<file path="src/rtl/ac_pkg.sv">
`default_nettype none
// ============================================================================
//  Module   : ac_pkg
//  Brief    : Shared state encodings and default timing constants for the
//             AC actuator sequencer.
//  Revision : 1.0 - initial release
// ============================================================================
package ac_pkg;

    // Sequencer state encodings (3-bit, exposed on the debug state port)
    localparam logic [2:0] c_ST_IDLE    = 3'd0;
    localparam logic [2:0] c_ST_HEAT    = 3'd1;
    localparam logic [2:0] c_ST_COOL    = 3'd2;
    localparam logic [2:0] c_ST_RUNON   = 3'd3;
    localparam logic [2:0] c_ST_LOCKOUT = 3'd4;

    // Default dwell times in clock cycles
    localparam logic [15:0] c_MIN_ON_DFLT  = 16'd8;
    localparam logic [15:0] c_RUNON_DFLT   = 16'd4;
    localparam logic [15:0] c_LOCKOUT_DFLT = 16'd10;

endpackage : ac_pkg
`default_nettype wire

</file>
<file path="src/rtl/ac_actuator_dwell_counter.sv">
`default_nettype none
// ============================================================================
//  Module   : dwell_counter
//  Brief    : 16-bit dwell counter. Clears on clr, otherwise increments and
//             holds at all-ones rather than wrapping.
//  Revision : 1.0 - initial release
// ============================================================================
module dwell_counter (
    input  logic        clk,
    input  logic        rst_n,
    input  logic        clr,
    output logic [15:0] cnt
);

    logic [15:0] r_cnt;

    // Clear on request, else count up and saturate at 16'hFFFF
    always_ff @(posedge clk or negedge rst_n) begin
        if (!rst_n) begin
            r_cnt <= 16'd0;
        end else if (clr) begin
            r_cnt <= 16'd0;
        end else if (r_cnt != 16'hFFFF) begin
            r_cnt <= r_cnt + 16'd1;
        end
    end

    assign cnt = r_cnt;

endmodule : dwell_counter
`default_nettype wire

</file>
<file path="src/rtl/ac_actuator.sv">
`default_nettype none
// ============================================================================
//  Module   : ac_actuator
//  Brief    : Sequences heater, compressor and fan from heat/cool demands,
//             enforcing minimum on-time, fan run-on and compressor lockout.
//  Revision : 1.0 - initial release
// ============================================================================
module ac_actuator
    import ac_pkg::*;
#(
    parameter logic [15:0] MIN_ON  = c_MIN_ON_DFLT,
    parameter logic [15:0] RUNON   = c_RUNON_DFLT,
    parameter logic [15:0] LOCKOUT = c_LOCKOUT_DFLT
) (
    input  logic       clk,
    input  logic       rst_n,
    input  logic       heat_req,
    input  logic       cool_req,
    output logic       heater_on,
    output logic       compressor_on,
    output logic       fan_on,
    output logic       conflict,
    output logic [2:0] state
);

    logic [2:0]  r_state;
    logic [2:0]  w_next;
    logic        r_from_cool;
    logic        w_clr;
    logic [15:0] w_cnt;

    // The dwell count restarts whenever the state is about to change, so
    // every state sees count 0 in its first cycle.
    assign w_clr = (w_next != r_state);

    dwell_counter u_dwell (
        .clk   (clk),
        .rst_n (rst_n),
        .clr   (w_clr),
        .cnt   (w_cnt)
    );

    // State register
    always_ff @(posedge clk or negedge rst_n) begin
        if (!rst_n) begin
            r_state <= c_ST_IDLE;
        end else begin
            r_state <= w_next;
        end
    end

    // Remember whether run-on followed cooling, which decides on lockout
    always_ff @(posedge clk or negedge rst_n) begin
        if (!rst_n) begin
            r_from_cool <= 1'b0;
        end else if (w_next == c_ST_RUNON) begin
            if (r_state == c_ST_COOL) begin
                r_from_cool <= 1'b1;
            end else if (r_state == c_ST_HEAT) begin
                r_from_cool <= 1'b0;
            end
        end
    end

    // Next-state logic
    always_comb begin
        w_next = r_state;
        case (r_state)
            c_ST_IDLE: begin
                if (heat_req && !cool_req) begin
                    w_next = c_ST_HEAT;
                end else if (cool_req && !heat_req) begin
                    w_next = c_ST_COOL;
                end
            end
            c_ST_HEAT: begin
                if ((w_cnt >= (MIN_ON - 16'd1)) && (!heat_req || cool_req)) begin
                    w_next = c_ST_RUNON;
                end
            end
            c_ST_COOL: begin
                if ((w_cnt >= (MIN_ON - 16'd1)) && (!cool_req || heat_req)) begin
                    w_next = c_ST_RUNON;
                end
            end
            c_ST_RUNON: begin
                // Heating may resume straight out of a heat run-on; after
                // cooling the compressor must sit out the lockout first.
                if (!r_from_cool && heat_req && !cool_req) begin
                    w_next = c_ST_HEAT;
                end else if (w_cnt == (RUNON - 16'd1)) begin
                    w_next = r_from_cool ? c_ST_LOCKOUT : c_ST_IDLE;
                end
            end
            c_ST_LOCKOUT: begin
                if (w_cnt == (LOCKOUT - 16'd1)) begin
                    w_next = c_ST_IDLE;
                end
            end
            default: begin
                w_next = c_ST_IDLE;
            end
        endcase
    end

    // Moore output decode; heater and compressor come from distinct states
    // so they can never be on together.
    always_comb begin
        heater_on     = 1'b0;
        compressor_on = 1'b0;
        fan_on        = 1'b0;
        case (r_state)
            c_ST_HEAT: begin
                heater_on = 1'b1;
                fan_on    = 1'b1;
            end
            c_ST_COOL: begin
                compressor_on = 1'b1;
                fan_on        = 1'b1;
            end
            c_ST_RUNON: begin
                fan_on = 1'b1;
            end
            default: begin
                heater_on     = 1'b0;
                compressor_on = 1'b0;
                fan_on        = 1'b0;
            end
        endcase
    end

    assign conflict = (r_state == c_ST_IDLE) && heat_req && cool_req;
    assign state    = r_state;

endmodule : ac_actuator
`default_nettype wire

</file>
<file path="config.mk">
export PLATFORM = sky130hd
export DESIGN_NAME = ac_actuator
export DESIGN_NICKNAME = d
export VERILOG_FILES = /design/src/rtl/ac_pkg.sv /design/src/rtl/ac_actuator_dwell_counter.sv /design/src/rtl/ac_actuator.sv
export SDC_FILE = /design/constraint.sdc
export NUM_CORES = 1
export LEC_CHECK = 0
export BUFFER_PORTS_ARGS = -buffer_cell sky130_fd_sc_hd__clkbuf_2
export CORE_ASPECT_RATIO = 1.4
export CORE_MARGIN = 3
export CORE_UTILIZATION = 25
export CTS_CLUSTER_DIAMETER = 50
export CTS_CLUSTER_SIZE = 12
export DETAILED_ROUTE_END_ITERATION = 10
export SLEW_MARGIN = 10
export SYNTH_ARGS = -nofsm -noshare
export SYNTH_HDL_FRONTEND = slang
export SYNTH_SLANG_ARGS = --single-unit
</file>
<file path="constraint.sdc">
create_clock -name clk -period 2.4 [get_ports clk]
set_input_delay 0.36 -clock clk [delete_from_list [all_inputs] [get_ports clk]]
set_output_delay 0.36 -clock clk [all_outputs]
set_load 0.01 [all_outputs]
</file>
### After elaboration in Yosys (flattened, before gate mapping)

Index checks and enable logic that the tools add are counted.

| storage, ports and cells | value |
|---|---|
| register bits | 20 |
| input bits | 4 |
| word-level logic and storage cells | 48 |

| cells by class | value |
|---|---|
| $add $sub $neg | 1 |
| $lt $le $gt $ge | 1 |
| equal/unequal tests | 9 |
| muxes and demuxes | 16 |
| reduce and logical (&&, ||, !) cells | 18 |

Operator list:

| cell | number |
|---|---|
| $mux 16 | 2 |
| $mux 3 | 8 |
| $add 16x1->16 const B | 1 |
| $eq 16x2->1 const B | 1 |
| $eq 16x4->1 const B | 1 |
| $ge 16x3->1 const B | 1 |
| $ne 16x16->1 const B | 1 |
| $pmux 3 s5 | 1 |
| $eq 3x2->1 const B | 3 |
| $logic_and 1x1->1 | 8 |
| $mux 1 | 5 |
| $reduce_bool 2->1 | 2 |
| $eq 3x1->1 const B | 1 |
| $eq 3x3->1 const B | 1 |
| $logic_not 1->1 | 3 |
| $logic_not 3->1 | 1 |
| $ne 3x3->1 | 1 |
| $reduce_or 3->1 | 1 |
| $logic_or 1x1->1 | 2 |
| $reduce_and 2->1 | 1 |

### Longest topological paths before layout

Gate-level depths: netlist (run 1).

| logic depth | value |
|---|---|
| depth in word-level cells | 7 |
| gate-level depth with buffers | 7 |

### Modules after synthesis

Synthesis (run 1) repeated with hierarchy kept, for this count alone.

| second synthesis, totals | value |
|---|---|
| cells, all modules | 159 |
| area total of the unflattened synthesis | 1438.9 sq um |

Modules (own cells, without submodules):

| module | instances | cells each | area an instance (sq um) | sequential area each (sq um) |
|---|---|---|---|---|
| dwell_counter | 1 | 97 | 912.1 | 400.4 |
| ac_actuator | 1 | 62 | 526.8 | 100.1 |

### Least setup slack after synthesis (run 1)

Ideal clock, no wire load.

| timing path | value |
|---|---|
| kind | reg2reg |
| start | reg u_dwell.r_cnt[0], in the netlist u_dwell.cnt[0] |
| end | reg u_dwell.r_cnt[12], in the netlist u_dwell.cnt[12] |
| setup time | 0.069 ns |
| data arrival time | 2.052 ns |
| data required time | 2.331 ns |
| setup slack | 0.279 ns |
| cell stages (with the launch flop) | 8 |
| path through | dfrtp_1 > ha_1 > a21oi_1 > nand4_2 > a311o_1 > a2111o_1 > buf_6 > nor2_2 |

| on the way | value |
|---|---|
| longest elaborated chain between the ends | 6 |
| elaborated cells between the ends (all ways) | 17 |
| those cells by class | 1 x add/sub; 1 x order compare; 4 x eq/ne; 8 x mux; 3 x reduce/logical |

RTL lines:

| element | line | text |
|---|---|---|
| from (decl) | ac_actuator_dwell_counter.sv:15 | `logic [15:0] r_cnt;` |
| from (signal assigned) | ac_actuator_dwell_counter.sv:24 | `r_cnt <= r_cnt + 16'd1;` |
| $ge 16x3->1 / $eq 16x2->1 (equally long branches) | ac_actuator.sv:77, ac_actuator.sv:82, ac_actuator.sv:91 |  |
| $logic_and 1x1->1, or another cell as far along | ac_actuator.sv:82 | `if ((w_cnt >= (MIN_ON - 16'd1)) && (!cool_req \|\| heat_req)) begin` |
| $mux 3 (on tied branches) | ac_actuator.sv:82, ac_actuator.sv:77, ac_actuator.sv:89 |  |
| $pmux 3 s5 | ac_actuator.sv:68 | `case (r_state)` |
| $ne 3x3->1 | ac_actuator.sv:34 | `assign w_clr = (w_next != r_state);` |
| $mux 16 / $reduce_bool 2->1 (equally long branches) | -- |  |

Parallel ways exist; a longest one is shown, timed or not. The select of a mux whose other input is x is not followed.
A chain may end at the register's enable or synchronous reset.

### Worst setup path after layout (run 1)

| timing path | value |
|---|---|
| start | reg u_dwell.r_cnt[11], in the netlist u_dwell.cnt[11] |
| end | reg u_dwell.r_cnt[13], in the netlist u_dwell.cnt[13] |

The elaborated chain is that of the path after synthesis.

==> flow_metrics.py, run 1 <==
metrics = {
    "finish": {
        "layout_commonest_cell": "dfrtp_1",
        "area_growth_syn_to_layout_pct": 16.7,
        "final_cell_mix": "20 x dfrtp_1, 11 x nor2_1, 10 x nand2_1, 10 x nor2_2, 10 x clkbuf_2",
        "fill_cells": 556,
        "multi_input_area_sq_um": 771,
        "nets": 165,
        "drive_gt1_share_pct": 24.7,
        "seqCellArea_sq_um": 500,
        "fin_cells": 222,
        "diodes": 0,
    },
    "critical_path": {
        "critPathCaptureType": "register",
        "cp-start-kind": "register",
        "r2r-start": "u_dwell.cnt[11]",
        "ff2ff_setup_slack_ns": 0.14,
        "reg2reg_to": "u_dwell.cnt[13]",
        "cp.required_ns": 2.59,
        "r2r_cells": 6,
        "cp.arrival_ns": 2.45,
        "crit_type": "reg2reg",
        "path_max_fanout": 8,
    },
    "die": {
        "dieArea_sq_um": 6170,
        "io_pins": 11,
        "rows": 30,
        "core_sq_um": 4950,
        "die_height_um": 91.7,
        "start_util_pct": 26.5,
        "die_x_um": 67.2,
    },
    "clock_tree": {
        "root_buffer": "clkbuf_8",
        "cts_resized": 0,
        "clockBufferDepth": 2,
        "postCtsSetupRepairBufs": 0,
        "cts_tree": "built",
        "clk_latency_ns": 0.26,
        "hold_buffers": 0,
        "clkTransAtPathRegs_ns": 0.08,
        "cts_buffers": 3,
        "cts_max_level": 1,
        "cts_num_sinks": 20,
    },
    "yosys": {
        "synth_area_leaders": "dfrtp_1 38%, xnor2_1 5.3%, nor4_4 4.9%",
        "synthDominantCellAreaShare_pct": 38.1,
        "netlist_instances": 142,
        "synth-seq-cells": 20,
        "synthesis.area_per_instance_sq_um": 9.24,
        "ys_types": 40,
        "synth_warnings": 0,
        "syn_nets": 148,
        "synth_top_area_cell": "dfrtp_1",
        "netlist_area_sq_um": 1310,
        "synth_seq_area_share_pct": 38.1,
    },
    "power_and_ir_drop": {
        "ir_drop_v": 0.000211,
        "p_leak_nw": 0.634,
        "power_density_nw_per_um2": 866,
    },
    "routing": {
        "drc": 0,
        "wirelength_um": 2910,
        "wl_per_cell_um": 13.1,
        "firstDrtPassIters": 6,
        "final_antenna_net_count": 0,
        "drt_iter0_markers": 73,
        "via_count": 1101,
        "via_per_inst": 4.96,
    },
    "sta": {
        "fin_crit_sh_pct": 94.1,
        "rsz0062_at_grt": "false",
        "setup_viol": 0,
        "fin_tns_setup_ns": 0,
        "final_max_slew_viol_count": 0,
        "period_needed_ns": 2.26,
        "worst_pin_slew_ns": 0.521,
        "clock_skew_ns": 0.00462,
        "fmax_ghz": 0.443,
        "relSlewSlack_pct": 65.0,
        "hold_viol": 0,
    },
    "global_routing": {
        "grt_pass1_vias": 1105,
        "grt.total_usage_pct": 10.6,
        "antenna_found_initial": 0,
        "grt_pass1_wl_um": 5160,
        "grt-ovfl-total": 0,
        "grt_start_max_net_pins": 21,
    },
    "place": {
        "gp_congestion": 0.787,
        "numPlacedInstances": 218,
        "io_buffers": 10,
        "dpl.hpwl_um": 2170,
    },
    "status": {
        "status": "completed",
    },
    "flow_run": {
        "drv_cap": 0,
    },
    "hold_path": {
        "hp-class": "in2async",
    },
}
worst max-delay path, stage by stage (launching register included):
cell      delay [ns]
dfrtp_1         0.46
nor4_4          0.39
nand4_2         0.14
a311o_1         0.33
a2111o_1        0.55
buf_4           0.22
nor2_2          0.10
synthesized netlist by cell type:
cell,n
and4_1,2
a31o_2,1
ha_1,2
a311oi_1,1
nor4_1,2
nand4_2,1
nand2_1,10
nor4b_1,1
and3_1,4
clkbuf_1,6
nand4_1,5
nor2b_1,2
mux2i_1,2
o211ai_1,1
a21oi_1,8
a41oi_1,1
o21a_1,1
or3_1,1
nor3_2,1
buf_6,1
nand3_1,7
o311ai_0,2
nor4_4,3
and2_1,3
nand2b_1,4
a311o_1,1
o31ai_1,1
nand4b_1,1
or4_1,1
nor3_1,4
nor4bb_1,1
nor2_1,11
nor2_2,10
a211oi_1,5
a2111o_1,1
xor2_1,1
dfrtp_1,20
xnor2_1,8
o21ai_0,3
inv_1,2
registers in the layout (all words and copies together), names as in the netlist:
signal / count
r_from_cool: 1
state: 3
u_dwell.cnt: 16
cell families (layout without fill, tap and decap cells):
group                    Yosys count  count (layout)  share of synthesized area (%)
AND/OR/NAND/NOR                   74              74                           35.6
XOR/XNOR                           9               9                           6.01
buffers and inverters              9              25                           3.15
flip-flops                        20              20                           38.1
multiplexers                       2               2                           1.53
AO/OA/AOI/OAI                     26              26                           13.7
adder cells (fa/ha/maj)            2               2                           1.91
final cells by class:
cell class / instances / area share [%]
multi-input combinational: 113 / 50.3
sequential: 20 / 32.7
timing repair buffer: 19 / 7.68
tap: 64 / 5.23
clock buffer: 4 / 3.59
inverter: 2 / 0.490
report_power, final:
| group | switching, mW | internal [mW] |
|---|---|---|
| logic | 0.343 | 0.262 |
| clock network | 0.110 | 0.146 |
| registers | 0.0710 | 0.394 |
| total | 0.524 | 0.802 |
metal layers:
metal	global-route usage (%)	vias to the layer above	routed length, um	part of all wire [%]
li1	-	554	-	-
met1	12.8	523	1280	44
met2	18.8	20	1480	51
met3	1.84	4	117	4.0
met4	3.05	0	25	0.86
met5	0	-	0	0
stage by stage:
stage	util (%)	hold WS (ns)	total power [mW]	worst slack, ns	cell area (sq um)
after floorplan	-	0.0644	0.872	0.279	1310
after global placement	29.8	0.367	1.07	0.180	1480
after detailed placement	29.8	0.369	1.07	0.172	1480
after CTS	30.9	0.0857	1.34	0.137	1530
after global routing	30.9	0.103	1.43	0.0395	1530
final	30.9	0.0651	1.33	0.141	1530
worst max-delay path by stage:
stage | from | endpoint | cells past startpoint
2_1_floorplan | u_dwell.cnt[0] | u_dwell.cnt[12] | 7
6_report | u_dwell.cnt[11] | u_dwell.cnt[13] | 6
4_1_cts | u_dwell.cnt[11] | u_dwell.cnt[13] | 6
3_5_place_dp | u_dwell.cnt[14] | u_dwell.cnt[13] | 6
3_3_place_gp | u_dwell.cnt[11] | u_dwell.cnt[3] | 5
5_1_grt | u_dwell.cnt[14] | u_dwell.cnt[11] | 6
No activity file was read; power rests on OpenSTA's default activity.
==> run 2, diff against run 1 <==
--- a/config.mk
+++ b/config.mk
@@ -12,6 +12,7 @@
 export CTS_CLUSTER_DIAMETER = 50
 export CTS_CLUSTER_SIZE = 12
 export DETAILED_ROUTE_END_ITERATION = 10
+export PLACE_DENSITY_LB_ADDON = 0.15
 export SLEW_MARGIN = 10
 export SYNTH_ARGS = -nofsm -noshare
 export SYNTH_HDL_FRONTEND = slang
==> flow_metrics.py, run 2 (synthesis results as in run 1) <==
metrics = {
    "status": {
        "status": "completed",
    },
    "clock_tree": {
        "cts_buffers": 3,
        "clkTransAtPathRegs_ns": 0.08,
        "clk_latency_ns": 0.26,
        "clockBufferDepth": 2,
        "hold_buffers": 0,
        "cts_tree": "built",
        "postCtsSetupRepairBufs": 0,
        "cts_resized": 0,
        "cts_max_level": 1,
        "cts_num_sinks": 20,
        "root_buffer": "clkbuf_8",
    },
    "routing": {
        "via_count": 1132,
        "wl_per_cell_um": 14.5,
        "final_antenna_net_count": 0,
        "drc": 0,
        "via_per_inst": 5.08,
        "firstDrtPassIters": 6,
        "drt_iter0_markers": 40,
        "wirelength_um": 3230,
    },
    "global_routing": {
        "grt_pass1_wl_um": 5340,
        "grt_pass1_vias": 1089,
        "grt-ovfl-total": 0,
        "grt.total_usage_pct": 11.4,
        "grt_start_max_net_pins": 21,
        "antenna_found_initial": 0,
    },
    "finish": {
        "largest_register_ff_count": 16,
        "drive_gt1_share_pct": 25.2,
        "final_cell_mix": "20 x dfrtp_1, 11 x nor2_1, 11 x buf_4",
        "layout_commonest_cell": "dfrtp_1",
        "area_growth_syn_to_layout_pct": 16.8,
        "diodes": 0,
        "nets": 167,
        "fin_cells": 223,
        "post-route-util_pct": 30.9,
    },
    "critical_path": {
        "critPathBufInv": 1,
        "cpLargestDelayFamily": "compound AO/OA/AOI/OAI gates",
        "cp-start-kind": "register",
        "critPathCaptureType": "register",
        "crit_type": "reg2reg",
        "path_max_fanout": 8,
        "cp.arrival_ns": 2.46,
        "cpPeakStageDelay_ns": 0.55,
        "cpMaxStageDelayCell": "a2111o_1",
        "cp.required_ns": 2.59,
        "path_cells": "nor4_4 > nand4_2 > a311o_1 > a2111o_1 > buf_4 > nor2_2",
    },
    "die": {
        "io_pins": 11,
        "die_height_um": 91.7,
        "start_util_pct": 26.5,
        "core_sq_um": 4950,
        "dieArea_sq_um": 6170,
        "rows": 30,
        "die_x_um": 67.2,
    },
    "sta": {
        "fin_crit_sh_pct": 94.6,
        "clock_skew_ns": 0.00515,
        "final_max_slew_viol_count": 0,
        "worst_pin_slew_ns": 0.557,
        "relSlewSlack_pct": 62.4,
        "fin_tns_setup_ns": 0,
        "hold_viol": 0,
        "hold_ws_ns": 0.0649,
        "setup_viol": 0,
        "fmax_ghz": 0.441,
        "rsz0062_at_grt": "false",
        "period_needed_ns": 2.27,
    },
    "power_and_ir_drop": {
        "ir_drop_v": 0.000321,
        "p_leak_nw": 0.636,
        "power_density_nw_per_um2": 863,
        "p_total_mw": 1.32,
    },
    "place": {
        "dpl.hpwl_um": 2500,
        "numPlacedInstances": 220,
        "gp_congestion": 0.770,
        "io_buffers": 10,
    },
    "flow_run": {
        "drv_cap": 0,
    },
    "hold_path": {
        "hp-class": "in2async",
    },
}
-- run 2: report_power, final --
group | internal (mW) | total [mW] | switching (mW)
Sequential | 0.394 | 0.469 | 0.0747
Clock | 0.112 | 0.225 | 0.113
Combinational | 0.278 | 0.629 | 0.351
Total | 0.784 | 1.32 | 0.539
-- run 2: stage by stage --
stage               area [sq um]  setup slack, ns
finish                      1530            0.130
global placement            1490            0.164
floorplan                   1310            0.279
detailed placement          1490            0.134
global route                1530         0.000352
CTS                         1530            0.114
-- run 2: worst paths after layout --
kind,endpoint,startpoint,cells after the start,slack [ns]
max,u_dwell.cnt[14],u_dwell.cnt[11],6,0.13
min,state[0],rst_n,1,0.06
max reg2reg,u_dwell.cnt[14],u_dwell.cnt[11],6,0.13
min reg2reg,r_from_cool,r_from_cool,1,0.60
max in group asynchronous,u_dwell.cnt[5],rst_n,1,1.97
min in group clk,state[0],cool_req,4,0.54
-- run 2: layer usage --
metal | vias to the layer above | track usage [%] | wire length [um]
met3 | 5 | 2.21 | 109
met2 | 24 | 20.7 | 1740
met5 | - | 0 | 0
met1 | 541 | 12.8 | 1340
li1 | 562 | - | -
met4 | 0 | 4.06 | 48
-- run 2: layout make-up --
cell class              count  area, sq um
clock buffers               3         41.3
fillers                   534         3420
inverters                   2         7.51
multi-input cells         113          771
flip-flops and latches     20          500
well taps                  64         80.1
repair buffers             21          133
==> run 3, diff against run 2 <==
--- a/config.mk
+++ b/config.mk
@@ -5,13 +5,13 @@
 export SDC_FILE = /design/constraint.sdc
 export NUM_CORES = 1
 export LEC_CHECK = 0
-export BUFFER_PORTS_ARGS = -buffer_cell sky130_fd_sc_hd__clkbuf_2
 export CORE_ASPECT_RATIO = 1.4
 export CORE_MARGIN = 3
 export CORE_UTILIZATION = 25
 export CTS_CLUSTER_DIAMETER = 50
 export CTS_CLUSTER_SIZE = 12
 export DETAILED_ROUTE_END_ITERATION = 10
+export DONT_BUFFER_PORTS = 1
 export PLACE_DENSITY_LB_ADDON = 0.15
 export SLEW_MARGIN = 10
 export SYNTH_ARGS = -nofsm -noshare
==> flow_metrics.py, run 3 (synthesis results as in run 1) <==
metrics = {
    "routing": {
        "via_per_inst": 5.10,
        "wl_met2_um": 1690,
        "firstDrtPassIters": 6,
        "route.met3.wl_um": 105,
        "met1_length_um": 1250,
        "final_antenna_net_count": 0,
        "wl_per_cell_um": 14.4,
        "drc": 0,
        "highest_layer": "met4",
        "wirelength_um": 3080,
        "drt_iter0_markers": 35,
        "via_count": 1092,
    },
    "status": {
        "status": "completed",
    },
    "power_and_ir_drop": {
        "ir_drop_v": 0.000216,
        "pwr-share-clk_pct": 17.0,
        "internal_power_mw": 0.761,
        "comb_power_share_pct": 46.1,
        "switchingPower_mw": 0.514,
        "p_leak_nw": 0.600,
        "netSwitchingFraction_pct": 40.3,
        "p_seq_share_pct": 37.0,
        "power_density_nw_per_um2": 851,
    },
    "die": {
        "dieArea_sq_um": 6170,
        "die_height_um": 91.7,
        "core_sq_um": 4950,
        "start_util_pct": 26.5,
        "rows": 30,
        "io_pins": 11,
        "die_x_um": 67.2,
    },
    "clock_tree": {
        "clockBufferDepth": 2,
        "root_buffer": "clkbuf_8",
        "cts_num_sinks": 20,
        "cts_tree": "built",
        "postCtsSetupRepairBufs": 0,
        "clkTransAtPathRegs_ns": 0.07,
        "cts_buffers": 3,
        "cts_max_level": 1,
        "clk_latency_ns": 0.25,
    },
    "finish": {
        "fill_cells": 539,
        "multi_input_area_sq_um": 777,
        "seqCellArea_sq_um": 500,
        "fin_cells": 214,
        "layout_commonest_cell": "dfrtp_1",
        "area_growth_syn_to_layout_pct": 14.2,
        "diodes": 0,
        "final_cell_mix": "20 x dfrtp_1, 11 x nor2_1, 11 x buf_4",
        "largest_register_ff_count": 16,
        "drive_gt1_share_pct": 20.7,
        "post-route-util_pct": 30.3,
        "nets": 158,
    },
    "critical_path": {
        "ff2ff_setup_slack_ns": 0.15,
        "path_max_fanout": 8,
        "cp-start-kind": "register",
        "crit_type": "reg2reg",
        "cp.arrival_ns": 2.44,
        "startpoint": "u_dwell.cnt[1]",
        "r2r-start": "u_dwell.cnt[1]",
        "r2r_cells": 8,
        "critPathCaptureType": "register",
        "reg2reg_to": "u_dwell.cnt[11]",
        "worstSetupEndpoint": "u_dwell.cnt[11]",
        "cp.required_ns": 2.59,
    },
    "hold_path": {
        "hp-class": "in2reg",
    },
    "global_routing": {
        "grt_start_max_net_pins": 21,
        "grt_pass1_vias": 1138,
        "antenna_found_initial": 0,
        "grt_pass1_wl_um": 5220,
        "grt-ovfl-total": 0,
        "grt.total_usage_pct": 11.1,
    },
    "sta": {
        "hold_ws_ns": 0.417,
        "fin_tns_setup_ns": 0,
        "setup_ws_ns": 0.152,
        "relSlewSlack_pct": 36.2,
        "final_max_slew_viol_count": 0,
        "hold_viol": 0,
        "worst_pin_slew_ns": 0.953,
        "fmax_ghz": 0.445,
        "period_needed_ns": 2.25,
        "fin_crit_sh_pct": 93.7,
        "clock_skew_ns": 0.00332,
        "rsz0062_at_grt": "false",
        "setup_viol": 0,
    },
    "place": {
        "dpl.hpwl_um": 2420,
        "numPlacedInstances": 210,
        "place_ws_ns": 0.133,
        "gp_congestion": 0.804,
        "io_buffers": 0,
    },
    "flow_run": {
        "drv_cap": 0,
    },
}
==> run 3: cell types whose count changed in the layout (fill, tap and decap cells not counted), sizes merged <==
cell         before  now
dlygate4sd3       0    1
clkbuf           13    3
==> run 3: power groups by stage <==
stage,clock (mW),sequential [mW],combinational (mW)
2_1_floorplan,0,0.452,0.420
3_3_place_gp,0,0.479,0.575
3_5_place_dp,0,0.479,0.581
4_1_cts,0.232,0.472,0.592
5_1_grt,0.248,0.482,0.651
6_report,0.217,0.472,0.587
==> run 3: worst min-delay path by stage <==
stage / from / to / slack [ns] / depth (start not counted)
CTS: cool_req / state[0] / 0.41 / 3
finish: cool_req / state[0] / 0.42 / 3
detailed placement: rst_n / state[2] / 0.06 / 0
floorplan: rst_n / r_from_cool / 0.06 / 0
global route: cool_req / state[0] / 0.42 / 3
global placement: rst_n / state[0] / 0.06 / 0
==> run 3: layer usage <==
| metal | GRT usage, % | up-vias |
|---|---|---|
| met3 | 1.47 | 2 |
| li1 | - | 540 |
| met2 | 20.2 | 20 |
| met1 | 12.3 | 530 |
| met5 | 0 | - |
| met4 | 4.57 | 0 |
==> run 3: per-stage QoR <==
stage | instance area, sq um | power [mW]
after floorplan | 1310 | 0.872
after global placement | 1440 | 1.05
after detailed placement | 1440 | 1.06
after CTS | 1490 | 1.30
after global routing | 1500 | 1.38
final | 1500 | 1.28
==> run 3: final cells by class <==
cell class                 count  share of cell area, %
sequential                    20                   33.4
inverter                       2                  0.501
clock buffer                   3                   2.75
tap                           64                   5.34
multi-input combinational    113                   51.8
timing repair buffer          12                   6.18
==> run 3: worst max-delay path, stage by stage, from the launching register on <==
cell and delay, ns:
dfrtp_1 0.42, ha_1 0.21, buf_4 0.15, nor4bb_2 0.16, nand4_1 0.12, o311ai_0 0.20
a2111o_1 0.60, buf_4 0.22, nor2_2 0.10
==> run 3: what timing repair did <==
action	CTS	global route
endpoints found under the hold margin	20	0
hold buffers	1	0
resized for setup	0	1
setup endpoints to repair	0	4
